[config.mk]
export PLATFORM = sky130hd
export DESIGN_NAME = fish_sprite_render
export DESIGN_NICKNAME = d
export VERILOG_FILES = /design/src/rtl/fish_sprite_render.sv
export SDC_FILE = /design/constraint.sdc
export NUM_CORES = 1
export LEC_CHECK = 0
export CAP_MARGIN = 20
export CORE_ASPECT_RATIO = 1.1
export CORE_UTILIZATION = 54
export DETAILED_ROUTE_END_ITERATION = 12
export PLACE_DENSITY = 0.84
export SYNTH_ARGS = -nofsm -noshare
export SYNTH_HDL_FRONTEND = slang
export SYNTH_SLANG_ARGS = --single-unit
export TNS_END_PERCENT = 20
[constraint.sdc]
create_clock -name clk -period 5.2 [get_ports clk]
set_input_delay 1.04 -clock clk [delete_from_list [all_inputs] [get_ports clk]]
set_output_delay 1.04 -clock clk [all_outputs]
set_load 0.02 [all_outputs]
[src/rtl/fish_sprite_render.sv]
// Fish sprite compositor for the VGA pixel pipeline.
// Turns the scan position into sprite ROM row/column addresses and waits out the
// ROM's registered read. Opaque texels are drawn over the background colour.
// Sprite moves are held back until the next frame start. A per-frame collision
// flag is also reported.
module fish_sprite_render #(
    parameter int          SCALE_LOG2  = 1,
    parameter logic [9:0]  INIT_X      = 10'd100,
    parameter logic [9:0]  INIT_Y      = 10'd200,
    parameter logic [11:0] TRANSPARENT = 12'h000,
    parameter logic [11:0] HAZARD      = 12'h00F
) (
    input  logic        clk,
    input  logic        reset,
    input  logic [9:0]  hc,
    input  logic [9:0]  vc,
    input  logic        bright,
    input  logic        hsync_in,
    input  logic        vsync_in,
    input  logic [11:0] bg_rgb,
    input  logic [9:0]  pos_x,
    input  logic [9:0]  pos_y,
    input  logic        pos_valid,
    output logic [2:0]  rom_row,
    output logic [3:0]  rom_col,
    input  logic [11:0] rom_color,
    output logic [11:0] rgb_out,
    output logic        hsync_out,
    output logic        vsync_out,
    output logic        frame_hit
);

    // Sprite box size in screen pixels: 15x8 texels, each scaled up.
    localparam logic [10:0] BOX_W = 11'(15 << SCALE_LOG2);
    localparam logic [10:0] BOX_H = 11'(8 << SCALE_LOG2);

    logic [9:0]  act_x_reg, act_y_reg;
    logic [9:0]  pend_x_reg, pend_y_reg;

    logic        in_box_s1_reg, bright_s1_reg, hsync_s1_reg, vsync_s1_reg;
    logic [11:0] bg_s1_reg;
    logic        in_box_s2_reg, bright_s2_reg, hsync_s2_reg, vsync_s2_reg;
    logic [11:0] bg_s2_reg;
    logic        hit_acc_reg;

    logic [10:0] dx, dy;
    logic        in_box;
    logic        frame_start;
    logic        draw_sprite;
    logic        hit_event;

    // Box test. Bit 10 of each 11-bit difference is the borrow, so a scan position
    // left of or above the sprite is rejected. Coordinates never wrap.
    always_comb begin
        dx          = {1'b0, hc} - {1'b0, act_x_reg};
        dy          = {1'b0, vc} - {1'b0, act_y_reg};
        in_box      = !dx[10] && !dy[10] && (dx < BOX_W) && (dy < BOX_H) && bright;
        frame_start = (hc == 10'd0) && (vc == 10'd0);
        draw_sprite = bright_s2_reg && in_box_s2_reg && (rom_color != TRANSPARENT);
        hit_event   = draw_sprite && (bg_s2_reg == HAZARD);
    end

    // Position registers: strobes go into pend. Pend moves to act only at frame start,
    // so the sprite never tears. On a coincident strobe, act takes the old pend value.
    always_ff @(posedge clk or posedge reset) begin
        if (reset) begin
            act_x_reg  <= INIT_X;
            act_y_reg  <= INIT_Y;
            pend_x_reg <= INIT_X;
            pend_y_reg <= INIT_Y;
        end else begin
            if (frame_start) begin
                act_x_reg <= pend_x_reg;
                act_y_reg <= pend_y_reg;
            end
            if (pos_valid) begin
                pend_x_reg <= pos_x;
                pend_y_reg <= pos_y;
            end
        end
    end

    // Stage 1: ROM address generation plus the sideband carried along with it.
    always_ff @(posedge clk or posedge reset) begin
        if (reset) begin
            rom_row       <= 3'd0;
            rom_col       <= 4'd0;
            in_box_s1_reg <= 1'b0;
            bright_s1_reg <= 1'b0;
            hsync_s1_reg  <= 1'b0;
            vsync_s1_reg  <= 1'b0;
            bg_s1_reg     <= 12'd0;
        end else begin
            rom_row       <= in_box ? 3'(dy >> SCALE_LOG2) : 3'd0;
            rom_col       <= in_box ? 4'(dx >> SCALE_LOG2) : 4'd0;
            in_box_s1_reg <= in_box;
            bright_s1_reg <= bright;
            hsync_s1_reg  <= hsync_in;
            vsync_s1_reg  <= vsync_in;
            bg_s1_reg     <= bg_rgb;
        end
    end

    // Stage 2: delay the sideband while the ROM registers its address.
    always_ff @(posedge clk or posedge reset) begin
        if (reset) begin
            in_box_s2_reg <= 1'b0;
            bright_s2_reg <= 1'b0;
            hsync_s2_reg  <= 1'b0;
            vsync_s2_reg  <= 1'b0;
            bg_s2_reg     <= 12'd0;
        end else begin
            in_box_s2_reg <= in_box_s1_reg;
            bright_s2_reg <= bright_s1_reg;
            hsync_s2_reg  <= hsync_s1_reg;
            vsync_s2_reg  <= vsync_s1_reg;
            bg_s2_reg     <= bg_s1_reg;
        end
    end

    // Output stage: blanking first, then the opaque sprite texel, then the background.
    always_ff @(posedge clk or posedge reset) begin
        if (reset) begin
            rgb_out   <= 12'd0;
            hsync_out <= 1'b0;
            vsync_out <= 1'b0;
        end else begin
            if (!bright_s2_reg)
                rgb_out <= 12'd0;
            else if (draw_sprite)
                rgb_out <= rom_color;
            else
                rgb_out <= bg_s2_reg;
            hsync_out <= hsync_s2_reg;
            vsync_out <= vsync_s2_reg;
        end
    end

    // Collision accumulator. A hit on the frame-start cycle itself still counts
    // toward the frame that is closing.
    always_ff @(posedge clk or posedge reset) begin
        if (reset) begin
            hit_acc_reg <= 1'b0;
            frame_hit   <= 1'b0;
        end else if (frame_start) begin
            frame_hit   <= hit_acc_reg | hit_event;
            hit_acc_reg <= 1'b0;
        end else if (hit_event) begin
            hit_acc_reg <= 1'b1;
        end
    end

endmodule
**Word level (Yosys, flattened, before mapping)**

Cells that the tools add are included.

- $add $sub $neg: 2
- Multipliers: 0
- Div/mod/pow operators: 0
- Order comparisons: 2
- Eq/ne operators: 1
- Shift operators: 0
- Muxes and demuxes: 6
- Bitwise operators: 1
- Reductions and logical operators: 14

Operators with widths:

| operator | count |
|---|---|
| $mux W12 | 2 |
| $lt A11 B5 Y1 const B | 2 |
| $sub A10 B10 Y11 | 2 |
| $logic_not A10 Y1 | 2 |
| $eq A12 B4 Y1 const B | 1 |
| $reduce_bool A12 Y1 | 1 |
| $logic_and A1 B1 Y1 | 8 |
| $mux W4 | 1 |
| $mux W3 | 1 |
| $logic_not A1 Y1 | 2 |
| $mux W1 | 2 |
| $reduce_bool A2 Y1 | 1 |
| $or A1 B1 Y1 | 1 |

- Register bits after elaboration: 95
- Bits in latches: 0
- Memory bits (writable): 0
- Bits in read-only memories: 0
- Input port bits: 70
- Output and inout bits: 22
- Word-level logic and storage cells: 47
- Memories kept: 0

**Longest topological paths before layout**

Gate-level depths: netlist of run 1.

- Depth after elaboration: 7
- Gate-level depth with buffers: 10
- Mapped depth without buffers: 9

**Worst setup path before layout of run 1**

OpenSTA, ideal clock, no wires.

- Kind: input-to-reg
- From: input vc[0]
- To: register rom_col[1]
- Library setup time: 81 ps
- Arrival time: 3173 ps
- Required time: 5119 ps
- Path slack: 1946 ps
- Stages on the path: 10
- Path buffers: 1
- Path through: nand2b_1 -> fa_1 -> a21o_1 -> a221oi_4 -> nor2b_2 -> nor4_2 -> a311oi_1 -> or4_1 -> buf_2 -> nor3b_2

- Cells in the longest elaborated chain, start to end: 7
- Elaborated cells between the ends (all ways): 8
- Classes of those cells: add/sub (1); order compare (1); mux (1); reduce/logical (5)

Ends and longest elaborated chain:

| element | RTL line | source |
|---|---|---|
| start: declaration | 16 | `input logic [9:0] vc,` |
| $sub A10 B10 Y11 * | 56 | `dy = {1'b0, vc} - {1'b0, act_y_reg};` |
| branches (longest 3 deep; another with $lt A11 B5 Y1) | n/a |  |
| $logic_and A1 B1 Y1 * (2 in series) | 57 | `in_box = !dx[10] && !dy[10] && (dx < BOX_W) && (dy < BOX_H) && bright;` |
| $mux W4 * | 95 | `rom_col <= in_box ? 4'(dx >> SCALE_LOG2) : 4'd0;` |
| end signal: assignment | 95 |  |
| end: declaration | 25 | `output logic [3:0] rom_col,` |

Every way passes the cells marked *.
A chain may end at the register's enable or synchronous reset.

**Worst setup path in the final report of run 1**

- From: input vc[0]
- To: register rom_col[3]

Same word-level chain as after synthesis.

==> metrics.txt, run 1 <==
worst-path maximum fanout 8; Post-synth top cells dfrtp_1 (83), nand2_1 (50), o21ai_0 (35); Final Cycle Share 0.706; Clk pin slew, worst setup/hold paths 0.09 ns; setup tns final 0 ns; count leader, synth dfrtp_1; Layout Cells excl Fill 535; WL met2 4.13 mm; CTS root buffer clkbuf_8; Leakage 2.35 nW; Final Power 1.39 mW; Fin. Hold Viols 0; Synth Cell Area 4070 µm²; CTS tree built; first-pass GRT wire length 13.6 mm; Die H 93.0 µm; Fmax 272 MHz; syn nets 439; post-CTS resize count 0; Power Density 264 nW/µm²; Period minus WS final 3.67 ns; setup repair bufs after CTS 0; RePlAce Congestion 0.820; TritonCTS buffer count 9; share of the yosys chip area belonging to registers 0.588; placed cells 518; IO buf count 91; Post-synth ARST share 1.00; Mean Syn Cell Area 11.7 µm²; die area 7890 µm²; EDFF count, synth 0; DR iter-0 viols 87; Rows 32; DR vias/cell 5.41; Worst path max stage delay 0.71 ns; max-slew violation count 0; CP arrival 3.93 ns; antenna diode count 0; DIE WIDTH 84.8 µm; violated checks design-rule violations; Rel. slew slack 0.344; initial antenna violation count 0; synth unique cells 46; Metal-1 WL 3.56 mm; Placeable Area 7170 µm²; startpoint types input port; ratio of cells with drive above 1 in the final layout 0.147; I/O pin count 92; DP Wirelength 6.30 mm; maxcap violations 0; #FFs+latches synth 95; wire length per cell 15.4 µm; crit-path cells clkdlybuf4s50_1, nand2b_1, fa_1, a21o_1, a221oi_4, nor2b_2, nor4_2, a311oi_1, or4_1, nor3_1; DRC 8; metal3 WL 290 µm; Worst Path Buf+Inv 1; Yosys top cell by area dfrtp_1; Starting Density 0.568; Crit Path Class input port to register; Final Skew 0.00768 ns; CP endpoint kind register; Worst Tran Pin Value 0.982 ns; Hold Path Class register to register; Post-Syn Instances 349; hold_buf cts 0; grt ovf 0; vias in the first global route 2934; Final ANT Viol Nets 0; Data required, critical path 5.46 ns; clk_lat worst skew 0.36 ns; CTS Sinks 95; Clock Path Buffers 2; # fillers 477; top_reg_cell synth dfrtp_1; Max VDD drop 0.164 mV; largest cells by area after synthesis dfrtp_1 (51%), dfstp_2 (7.7%), mux2_2 (6.1%); Detailed Routing Iterations Pass 1 9; Tot GR Track Use 0.225; uppermost routed layer met4; Synth top area share 0.510; Top delay family on crit path simple AND/OR/NAND/NOR gates; slowest CP cell or4_1; RSZ-0062 raised after global routing no; area grow syn2layout 29.7%; Yosys warning count 0; H-tree depth 3; Final setup viols 0; largest net degree at the start of global routing 59; Final nets 535; DR vias 2894; status finished, violations left; DRT Wirelength 8.25 mm
worst register-to-register path, cell delays in order (launching register included):
cell and delay (ns):
dfstp_2 0.53, inv_1 0.06, ha_1 0.34, and3_1 0.20
a221oi_4 0.30, nor2b_2 0.09, nor4_2 0.23, a311oi_1 0.07
or4_1 0.71, nor3_1 0.24
power by group:
part	leakage (nW)	switching, mW	internal, mW
Clock	0.0916	0.267	0.183
Sequential	1.10	0.0149	0.775
Combinational	1.15	0.0653	0.0893
Total	2.35	0.347	1.05
final cells by class:
type,instances,area (µm²),area share
well taps,85,106,0.0202
clock buffers,9,124,0.0235
inverters,26,98.8,0.0187
flip-flops and latches,95,2390,0.453
repair buffers,95,953,0.181
clock inverters,7,60.1,0.0114
multi-input cells,218,1540,0.292
metal layers:
metal | GRT usage | vias to the layer above
met1 | 0.273 | 1385
met5 | 0 | -
met3 | 0.0512 | 21
met2 | 0.389 | 87
met4 | 0.0960 | 0
li1 | - | 1401
path summary, 6_finish.rpt:
kind / from / endpoint / slack (ns) / cells after the start
max: vc[0] / rom_col[3] / 1.53 / 10
min: bg_s1_reg[6] / bg_s2_reg[6] / 0.35 / 0
max reg2reg: act_y_reg[3] / rom_col[3] / 2.34 / 9
min reg2reg: bg_s1_reg[6] / bg_s2_reg[6] / 0.35 / 0
max in group asynchronous: reset / act_x_reg[2] / 3.23 / 4
min in group asynchronous: reset / bg_s1_reg[4] / 0.93 / 2
cell families after synthesis:
family                   Yosys count  share of synthesized area
multiplexers                      23                     0.0633
adder cells (fa/ha/maj)           20                     0.0652
AO/OA/AOI/OAI                     72                      0.113
buffers and inverters             36                     0.0335
XOR/XNOR                          12                     0.0258
flip-flops                        95                      0.588
AND/OR/NAND/NOR                   91                      0.112
layout by cell type, fill, tap and decap left out, drive strengths merged, types with 2 or more instances in the layout:
cell type / count
nor3: 7
a221oi: 3
a31oi: 4
xor2: 4
clkdlybuf4s50: 91
nand2: 50
dfrtp: 83
inv: 30
and3: 3
a21oi: 11
nand3: 3
o21ai: 36
ha: 18
clkinv: 2
clkbuf: 9
mux2: 22
dfstp: 12
fa: 2
nor4: 11
nor2b: 3
nand2b: 2
xnor2: 8
buf: 4
a21o: 7
nor2: 6
a31o: 2
stage by stage:
stage	hold WS (ns)	utilization	setup WS, ns	cell area [µm²]
after global placement	0.332	0.708	1.34	5070
after global routing	0.364	0.736	1.36	5280
after CTS	0.357	0.734	1.54	5260
after detailed placement	0.336	0.708	1.18	5070
after floorplan	0.331	-	1.70	4070
final	0.354	0.736	1.53	5280
Power figures use the tool's default switching activity.
==> run 2, diff against run 1 <==
CORE_UTILIZATION = 45   (was 54)
PLACE_DENSITY = 0.75   (was 0.84)
clock period = 3.1 ns   (was 5.2 ns; I/O delays follow)
==> metrics.txt, run 2 (synthesis results as in run 1) <==
Tot GR Track Use 0.187 (-0.0379); die area 9430 µm² (+20%); Data required, critical path 3.38 ns (-2.08 ns); R2R Path Start act_y_reg[0]; Top delay family on crit path simple AND/OR/NAND/NOR gates; # fillers 723 (+52%); R2R Setup Slk 0.46 ns (-1.88 ns); Worst Tran Pin Value 0.673 ns (-0.310 ns); I/O pin count 92 (unchanged); Detailed Routing Iterations Pass 1 4 (-5); Final setup viols 0 (unchanged); Final ANT Viol Nets 0 (unchanged); commonest non-fill, non-tap cell in the layout clkdlybuf4s50_1; crit path from vc[0]; Final Skew 0.00673 ns (-0.000959 ns); grt ovf 0 (unchanged); placed cells 573 (+11%); Placeable Area 8830 µm² (+23%); IO buf count 91 (unchanged); DR vias/cell 4.94 (-8.7%); TritonCTS buffer count 9 (unchanged); Die H 102 µm (+9.3%); Levels on crit path 11 (+1); antenna diode count 0 (unchanged); clk_lat worst skew 0.36 ns (about the same); Hold Path Class register to register; vias in the first global route 2957 (+0.78%); Max VDD drop 0.260 mV (+59%); initial antenna violation count 0 (unchanged); Power Density 427 nW/µm² (+62%); CP endpoint kind register; Starting Density 0.461 (-0.107); CP arrival 3.27 ns (-0.66 ns); Final Cycle Share 0.962; Layout Cells excl Fill 589 (+10%); DIE WIDTH 92.7 µm (+9.3%); ratio of cells with drive above 1 in the final layout 0.198 (+0.0512); Fin. Hold Viols 0 (unchanged); Period minus WS final 2.98 ns; max-slew violation count 0 (unchanged); setup repair bufs after CTS 0 (unchanged); CTS tree built; DP Wirelength 6.47 mm (+2.7%); setup tns final 0 ns (unchanged); area grow syn2layout 35.8%; DRT Wirelength 8.11 mm (-1.7%); Leakage 2.47 nW (+5.4%); first-pass GRT wire length 13.5 mm (-0.15%); CTS Sinks 95 (unchanged); startpoint types input port; RePlAce Congestion 0.844 (+2.9%); R2R Path End rom_col[1]; DR iter-0 viols 49 (-44%); DRC 0 (-8); H-tree depth 3 (unchanged); Clk pin slew, worst setup/hold paths 0.09 ns (about the same); Crit Path Class input port to register; Rows 36 (+13%); worst-path maximum fanout 8 (unchanged); crit-path cells clkdlybuf4s50_1, nand2b_4, fa_1, a21o_1, a221oi_4, nor2b_2, nor4_2, a311oi_1, or4_1, buf_4, nor3b_2; largest net degree at the start of global routing 35 (-41%); status finished clean; Reg2Reg Depth 10 (+1); Final nets 560 (+4.7%); wire length per cell 13.8 µm (-11%); hold_buf cts 0 (unchanged); Setup crit end rom_col[1]; Worst path max stage delay 0.50 ns (-0.21 ns); most frequent cells in the layout clkdlybuf4s50_1 (91), dfrtp_1 (83), nand2_1 (50), o21ai_0 (35), buf_4 (28); Fmax 335 MHz; maxcap violations 0 (unchanged); CTS root buffer clkbuf_8; Clock Path Buffers 2 (unchanged); slowest CP cell or4_1; Rel. slew slack 0.550 (+0.205); Worst Path Buf+Inv 2 (+1); DR vias 2909 (+0.52%); RSZ-0062 raised after global routing no
[run 2: changes by cell type in the layout (fill, tap and decap cells not counted), sizes merged]
cell	previous run	this run
buf	4	29
clkinv	2	4
inv	30	28
[run 2: repair_timing]
action | 4_1_cts | 5_1_grt
setup endpoints to repair | 0 | 5
endpoints found under the hold margin | 0 | 0
resized for setup | 0 | 3
[run 2: where the power goes]
part	switching, mW	internal [mW]	total (mW)
sequential	0.0249	1.30	1.32
combinational	0.113	0.163	0.275
clock	0.449	0.309	0.758
total	0.587	1.77	2.36
[run 2: worst register-to-register path, delay by kind of cell, from the launching register on]
| family | cells | cell delay [ns] |
|---|---|---|
| DFF | 1 | 0.43 |
| buffers and inverters | 1 | 0.18 |
| adders and majority gates | 1 | 0.38 |
| AOI/OAI and AO/OA | 3 | 0.54 |
| and+or+nand+nor | 5 | 1.03 |
[run 2: how the worst min path moves through the flow]
stage	from	endpoint	slack, ns	cells after the start
after floorplan	bg_s1_reg[0]	bg_s2_reg[0]	0.33	0
after global placement	bright_s1_reg	bright_s2_reg	0.33	0
after detailed placement	hsync_s2_reg	hsync_out	0.33	0
after CTS	hsync_s2_reg	hsync_out	0.36	0
after global routing	hsync_s2_reg	hsync_out	0.36	0
final	bg_s1_reg[2]	bg_s2_reg[2]	0.36	0
[run 2: metrics by stage]
stage / hold slack, ns / power [mW] / instance area [µm²] / setup WS (ns) / util
6_report: 0.355 / 2.36 / 5520 / 0.117 / 0.626
2_1_floorplan: 0.331 / 1.46 / 4070 / 0.0228 / -
4_1_cts: 0.357 / 2.39 / 5510 / 0.0422 / 0.624
3_5_place_dp: 0.335 / 1.63 / 5320 / -0.343 / 0.602
3_3_place_gp: 0.332 / 1.62 / 5320 / -0.267 / 0.602
5_1_grt: 0.365 / 2.48 / 5520 / 0.00757 / 0.626
[run 2: layout make-up]
class / instances / area [µm²] / share of cell area
tap: 114 / 143 / 0.0258
timing repair buffer: 120 / 1140 / 0.207
multi-input combinational: 218 / 1560 / 0.282
clock buffer: 9 / 124 / 0.0224
clock inverter: 7 / 65.1 / 0.0118
sequential: 95 / 2390 / 0.433
inverter: 26 / 98.8 / 0.0179
[run 2: metal layers]
metal | up-vias | share of wire | GRT usage
li1 | 1448 | - | -
met1 | 1378 | 0.41 | 0.219
met2 | 72 | 0.52 | 0.334
met3 | 11 | 0.050 | 0.0503
met4 | 0 | 0.016 | 0.0627
met5 | - | 0 | 0
